--- src/rtl/bus_arbiter_pkg.sv ---
// bus_arbiter_pkg: shared definitions for the bus arbiter slice.
// Provides the global bus-width define (if not already set elsewhere)
// and the arbiter FSM state encoding.
`ifndef DATA_WIDTH
`define DATA_WIDTH 8
`endif

package bus_arbiter_pkg;

  typedef enum logic [1:0] {
    ARB_IDLE  = 2'd0,
    ARB_GRANT = 2'd1,
    ARB_TURN  = 2'd2
  } arb_state_e;

endpackage

--- src/rtl/bus_arbiter_if.sv ---
// bus_arbiter_if: requester-side bundle of the shared bus.
//   req      per-requester level request
//   d        packed requester data, lane i at [i*DATA_WIDTH +: DATA_WIDTH]
//   gnt      one-hot registered grant
//   sel      registered mux select (current/last owner)
//   bus_busy high while any grant is active
//   bus_y    data of the selected lane
// Modports: master = requesters, slave = arbiter.
interface bus_arbiter_if #(
  parameter int NUM_REQ    = 4,
  parameter int SEL_WIDTH  = $clog2(NUM_REQ),
  parameter int DATA_WIDTH = `DATA_WIDTH
);
  logic [NUM_REQ-1:0]            req;
  logic [NUM_REQ*DATA_WIDTH-1:0] d;
  logic [NUM_REQ-1:0]            gnt;
  logic [SEL_WIDTH-1:0]          sel;
  logic                          bus_busy;
  logic [DATA_WIDTH-1:0]         bus_y;

  modport master (output req, d, input gnt, sel, bus_busy, bus_y);
  modport slave  (input req, d, output gnt, sel, bus_busy, bus_y);
endinterface

--- src/rtl/bus_arbiter_rr_pick.sv ---
// bus_arbiter_rr_pick: combinational round-robin search.
//   req        request vector
//   last_owner index of the most recent owner (searched last)
//   pick       first requesting index after last_owner, wrapping
//   any_req    at least one request is set
module bus_arbiter_rr_pick #(
  parameter int NUM_REQ   = 4,
  parameter int SEL_WIDTH = $clog2(NUM_REQ)
) (
  input  logic [NUM_REQ-1:0]   req,
  input  logic [SEL_WIDTH-1:0] last_owner,
  output logic [SEL_WIDTH-1:0] pick,
  output logic                 any_req
);
  logic [SEL_WIDTH-1:0] idx;

  // Walk from the farthest offset to the nearest so the nearest set bit
  // wins. NUM_REQ is a power of two, so SEL_WIDTH arithmetic wraps mod
  // NUM_REQ, and offset NUM_REQ lands back on last_owner itself.
  always_comb begin
    // NOTE: every always_comb output gets a default first so no path
    // leaves it unassigned, which would infer a latch.
    pick = '0;
    idx  = '0;
    for (int i = NUM_REQ; i >= 1; i--) begin
      idx = last_owner + SEL_WIDTH'(i);
      if (req[idx]) pick = idx;
    end
  end

  assign any_req = |req;
endmodule

--- src/rtl/mux_array.sv ---
// mux_array: bus-decode multiplexer selecting one DATA_WIDTH lane out of
// MUX_DATA_WIDTH packed lanes.
//   din  packed lanes, lane i at [i*DATA_WIDTH +: DATA_WIDTH]
//   sel  lane index
//   y    selected lane (combinational)
module mux_array #(
  parameter int MUX_DATA_WIDTH = 4,
  parameter int DATA_WIDTH     = 8,
  parameter int SEL_W          = $clog2(MUX_DATA_WIDTH)
) (
  input  logic [MUX_DATA_WIDTH*DATA_WIDTH-1:0] din,
  input  logic [SEL_W-1:0]                     sel,
  output logic [DATA_WIDTH-1:0]                y
);
  assign y = din[sel*DATA_WIDTH +: DATA_WIDTH];
endmodule

--- src/rtl/bus_arbiter.sv ---
// bus_arbiter: round-robin owner of a shared data bus with a one-cycle
// dead turnaround between owners and optional hold-time preemption.
//   clk    rising-edge clock
//   reset  asynchronous active-high reset
//   bus    slave side of bus_arbiter_if (req/d in; gnt/sel/bus_busy/bus_y out)
module bus_arbiter
  import bus_arbiter_pkg::*;
#(
  parameter int NUM_REQ    = 4,
  parameter int SEL_WIDTH  = $clog2(NUM_REQ),
  parameter int DATA_WIDTH = `DATA_WIDTH,
  parameter int MAX_HOLD   = 8
) (
  input  logic          clk,
  input  logic          reset,
  bus_arbiter_if.slave  bus
);
  generate
    if (NUM_REQ != 2 && NUM_REQ != 4) begin : g_bad_num_req
      $error("bus_arbiter: NUM_REQ must be 2 or 4");
    end
  endgenerate

  localparam int HOLD_W = (MAX_HOLD > 2) ? $clog2(MAX_HOLD) : 1;
  localparam logic [HOLD_W-1:0] HOLD_LAST =
    (MAX_HOLD == 0) ? '0 : HOLD_W'(MAX_HOLD - 1);

  arb_state_e           state;
  logic [NUM_REQ-1:0]   gnt_q;
  logic [SEL_WIDTH-1:0] sel_q;
  logic [SEL_WIDTH-1:0] last_owner;
  logic [HOLD_W-1:0]    hold_cnt;
  logic                 busy_q;

  logic [SEL_WIDTH-1:0] pick;
  logic                 any_req;
  logic                 others_waiting;
  logic [DATA_WIDTH-1:0] mux_y;

  bus_arbiter_rr_pick #(
    .NUM_REQ   (NUM_REQ),
    .SEL_WIDTH (SEL_WIDTH)
  ) u_pick (
    .req        (bus.req),
    .last_owner (last_owner),
    .pick       (pick),
    .any_req    (any_req)
  );

  // In GRANT gnt_q is one-hot on the owner, so this masks the owner out.
  assign others_waiting = |(bus.req & ~gnt_q);

  always_ff @(posedge clk or posedge reset) begin
    if (reset) begin
      state      <= ARB_IDLE;
      gnt_q      <= '0;
      sel_q      <= '0;
      busy_q     <= 1'b0;
      hold_cnt   <= '0;
      last_owner <= SEL_WIDTH'(NUM_REQ - 1);
    end else begin
      // NOTE: sequential state uses non-blocking assignments so every
      // register samples pre-edge values regardless of statement order.
      case (state)
        ARB_IDLE, ARB_TURN: begin
          if (any_req) begin
            state      <= ARB_GRANT;
            gnt_q      <= NUM_REQ'(1) << pick;
            sel_q      <= pick;
            last_owner <= pick;
            busy_q     <= 1'b1;
            hold_cnt   <= '0;
          end else begin
            state  <= ARB_IDLE;
            gnt_q  <= '0;
            busy_q <= 1'b0;
          end
        end
        ARB_GRANT: begin
          // Owner release takes precedence over preemption; both give
          // the same TURN result.
          if (!bus.req[sel_q] ||
              (MAX_HOLD != 0 && hold_cnt == HOLD_LAST && others_waiting)) begin
            state  <= ARB_TURN;
            gnt_q  <= '0;
            busy_q <= 1'b0;
          end else if (hold_cnt != HOLD_LAST) begin
            hold_cnt <= hold_cnt + 1'b1;
          end
        end
        default: begin
          state  <= ARB_IDLE;
          gnt_q  <= '0;
          busy_q <= 1'b0;
        end
      endcase
    end
  end

  mux_array #(
    .MUX_DATA_WIDTH (NUM_REQ),
    .DATA_WIDTH     (DATA_WIDTH),
    .SEL_W          (SEL_WIDTH)
  ) u_mux (
    .din (bus.d),
    .sel (sel_q),
    .y   (mux_y)
  );

  assign bus.gnt      = gnt_q;
  assign bus.sel      = sel_q;
  assign bus.bus_busy = busy_q;
  assign bus.bus_y    = mux_y;
endmodule

--- src/flat_wrapper.sv ---
// flat-port wrapper written by rule: the top's interface ports become plain ports
module bus_arbiter_flat import bus_arbiter_pkg::*;
#(
  parameter int NUM_REQ    = 4,
  parameter int SEL_WIDTH  = $clog2(NUM_REQ),
  parameter int DATA_WIDTH = `DATA_WIDTH,
  parameter int MAX_HOLD   = 8
)
  (clk, reset, bus_req, bus_d, bus_gnt, bus_sel, bus_bus_busy, bus_bus_y);
  bus_arbiter_if #(.NUM_REQ(NUM_REQ), .SEL_WIDTH(SEL_WIDTH), .DATA_WIDTH(DATA_WIDTH)) bus_i ();
  input  logic clk;
  input  logic reset;
  input wire logic [$bits(bus_i.req)-1:0] bus_req;
  input wire logic [$bits(bus_i.d)-1:0] bus_d;
  output wire logic [$bits(bus_i.gnt)-1:0] bus_gnt;
  output wire logic [$bits(bus_i.sel)-1:0] bus_sel;
  output wire logic [$bits(bus_i.bus_busy)-1:0] bus_bus_busy;
  output wire logic [$bits(bus_i.bus_y)-1:0] bus_bus_y;
  assign bus_i.req = bus_req;
  assign bus_i.d = bus_d;
  assign bus_gnt = bus_i.gnt;
  assign bus_sel = bus_i.sel;
  assign bus_bus_busy = bus_i.bus_busy;
  assign bus_bus_y = bus_i.bus_y;
  bus_arbiter #(.NUM_REQ(NUM_REQ), .SEL_WIDTH(SEL_WIDTH), .DATA_WIDTH(DATA_WIDTH), .MAX_HOLD(MAX_HOLD)) u_core (.clk(clk), .reset(reset), .bus(bus_i));
endmodule
--- config.mk ---
export PLATFORM = sky130hd
export DESIGN_NAME = bus_arbiter_flat
export DESIGN_NICKNAME = d
export VERILOG_FILES = /design/src/rtl/bus_arbiter_pkg.sv /design/src/rtl/bus_arbiter_if.sv /design/src/rtl/bus_arbiter_rr_pick.sv /design/src/rtl/mux_array.sv /design/src/rtl/bus_arbiter.sv /design/src/flat_wrapper.sv
export SDC_FILE = /design/constraint.sdc
export NUM_CORES = 1
export LEC_CHECK = 0
export CORE_AREA = 2 2 53 55
export CTS_CLUSTER_SIZE = 8
export DETAILED_ROUTE_END_ITERATION = 10
export DIE_AREA = 0 0 55 57
export HOLD_SLACK_MARGIN = 0.06
export PLACE_DENSITY_LB_ADDON = 0.05
export SLEW_MARGIN = 10
export SYNTH_ARGS = -nofsm -noshare
export SYNTH_HDL_FRONTEND = slang
export SYNTH_SLANG_ARGS = --single-unit
--- constraint.sdc ---
create_clock -name clk -period 1.9 [get_ports clk]
set_input_delay 0.285 -clock clk [delete_from_list [all_inputs] [get_ports clk]]
set_output_delay 0.285 -clock clk [all_outputs]
set_load 0.1 [all_outputs]
==> impl_metrics.toml <==
[setup_path]
critical_path_class = "reg2out"
endpoint_kind = "primary output"
cp.required_ns = 1.62
path_max_fanout = 9
r2r_slack_ns = 0.15
startpoint_type = "flip-flop"
arrival_ns = 1.55
r2r_start = "u_core.bus.sel[0]"
worstRegToRegCells = 4
reg2reg_to = "u_core.bus.gnt[2]"

[grt]
grt_pass1_wl_um = 3800
grt_util_met1_pct = 23.3
use_met3_pct = 3.40
first_global_vias = 762
grtUsageMet2_pct = 26.2
track_usage_pct = 16.8
grt.busiest_layer = "met2"
grt.overflow.total = 0
grt_max_degree = 14
antenna_found_initial = 0

[clocking]
clkSinkCount = 13
root_buffer = "clkbuf_4"
cts.htree.levels = 1
insertion_delay_ns = 0.27
cts_tree = "yes"
post_cts_buffers = 1
clockBufferDepth = 2
holdBufCountCts = 0
cts_repair_resize_count = 0
clk_pin_slew_worst_paths_ns = 0.07
numCtsBuffers = 3

[logic_synthesis]
yosysMostFrequentCell = "dfrtp_1"
syn_area_um2 = 912
avgSynthCellArea_um2 = 12.0
yosys.area.top_type_share_pct = 30.2
synth_edf_count = 0
yosysTopAreaCell = "dfrtp_1"
netlist_top_cells_area = "dfrtp_1, mux4_1, dfstp_2"
ys_warn_count = 0
synth_cell_types = 27
yosysSeqAreaShare_pct = 35.9
synthTopCellsByCount = "dfrtp_1, mux4_1, inv_1, nor2b_1, nor2_1"
synth_cells = 76
synth-seq-cells = 13
syn-num-nets = 116
async_flop_share_pct = 100
synth_flop_cell = "dfrtp_1"

[placement]
port_buffers = 52
gp_congestion = 0.787
dp_hpwl_um = 2010

[floorplanning]
rows = 19
die-area_mm2 = 0.00314
io_pins = 53
start_util_pct = 34.9
fp.dieH_um = 57
die_x_um = 55
core_mm2 = 0.00262

[drt]
wl_um = 2450
drtAntennaViolNets = 0
vias = 818
drt_iter0_markers = 18
via_per_inst = 5.02
drc = 0
wl_per_cell_um = 15.0
dr.pass1.iters = 4

[hold_path]
hold_class = "in2async"

[outcome]
status = "complete, no violations"

[sta]
drv_slew = 0
fin_crit_sh_pct = 96.3
slew_headroom_pct = 67.8
tns_ns = 0
worst_pin_slew_ns = 0.482
period_minus_slack_ns = 1.83
clock.fmax_ghz = 0.546
skew_ns = 0.00130
setup_violations = 0
rsz0062_at_grt = "no"
final_hold_viol_count = 0

[cells_and_area]
syn_to_final_growth_pct = 71.3
antennaDiodeCount = 0
fin_nets = 173
drive_above_1_share_pct = 29.5

[job]
cap_violations = 0
-- worst max path at each step --
stage	start	endpoint	slack (ns)
after floorplan	u_core.bus.sel[0]	bus_bus_y[0]	0.02
after global placement	bus_req[0]	u_core.bus.gnt[2]	0.06
after detailed placement	bus_req[0]	u_core.bus.gnt[2]	0.03
after CTS	u_core.bus.sel[0]	bus_bus_y[4]	0.04
after global routing	u_core.bus.sel[0]	bus_bus_y[4]	0.003
final	u_core.bus.sel[0]	bus_bus_y[4]	0.07
-- flip-flops by register name (all words and copies together) (netlist names) --
register             cells
u_core.bus.bus_busy      1
u_core.bus.sel           2
u_core.bus.gnt           4
u_core.state             1
u_core.hold_cnt          3
u_core.last_owner        2
-- cells in the final DEF (no fill, tap or decap), types with 3 or more instances in the layout --
master	synthesis	routed
nor2b_1	6	6
clkbuf_4	0	3
a21o_1	4	4
nand2_1	4	4
nor2_1	5	5
mux4_2	1	9
nand3_1	4	4
inv_1	6	6
a21oi_1	4	4
buf_12	0	10
dfrtp_1	11	8
o21ai_0	3	3
clkdlybuf4s50_1	0	37
buf_4	0	8
-- cells by family after synthesis --
group                      after synthesis  share of synthesized area [%]
AOI/OAI and AO/OA                       19                           16.9
DFF                                     13                           35.9
adders and majority gates                2                           2.74
and+or+nand+nor                         23                           13.0
muxes                                   10                           26.6
buffers and inverters                    9                           4.80
-- worst max-delay path: stages (launching register included) --
cell,delay [ns]
dfrtp_4,0.52
mux4_2,0.56
buf_12,0.19
-- per-layer routing --
| metal | routed length, µm | up-vias |
|---|---|---|
| met1 | 1010 | 388 |
| met2 | 1250 | 26 |
| li1 | - | 400 |
| met3 | 174 | 4 |
| met5 | 0 | - |
| met4 | 17 | 0 |
-- final cells by class --
cell class / instances / area, µm²
clock buffer: 4 / 26.3
sequential: 13 / 334
multi-input combinational: 54 / 510
tap: 31 / 38.8
inverter: 6 / 22.5
timing repair buffer: 55 / 631
fill: 226 / 1050
-- through the flow --
step                      std cells  cell area [µm²]  hold WS, ns  util (%)  setup slack (ns)
final                           163             1560        0.331      59.8            0.0700
after global routing            163             1560        0.361      59.8           0.00250
after CTS                       163             1560        0.341      59.8            0.0415
after detailed placement        158             1530        0.501      58.5            0.0289
after global placement          158             1530        0.487      58.5            0.0627
after floorplan                  76              888        0.160         -            0.0177
Power is not shown: default switching activity piles up to over one toggle a cycle in this logic, so the estimate is an artifact.
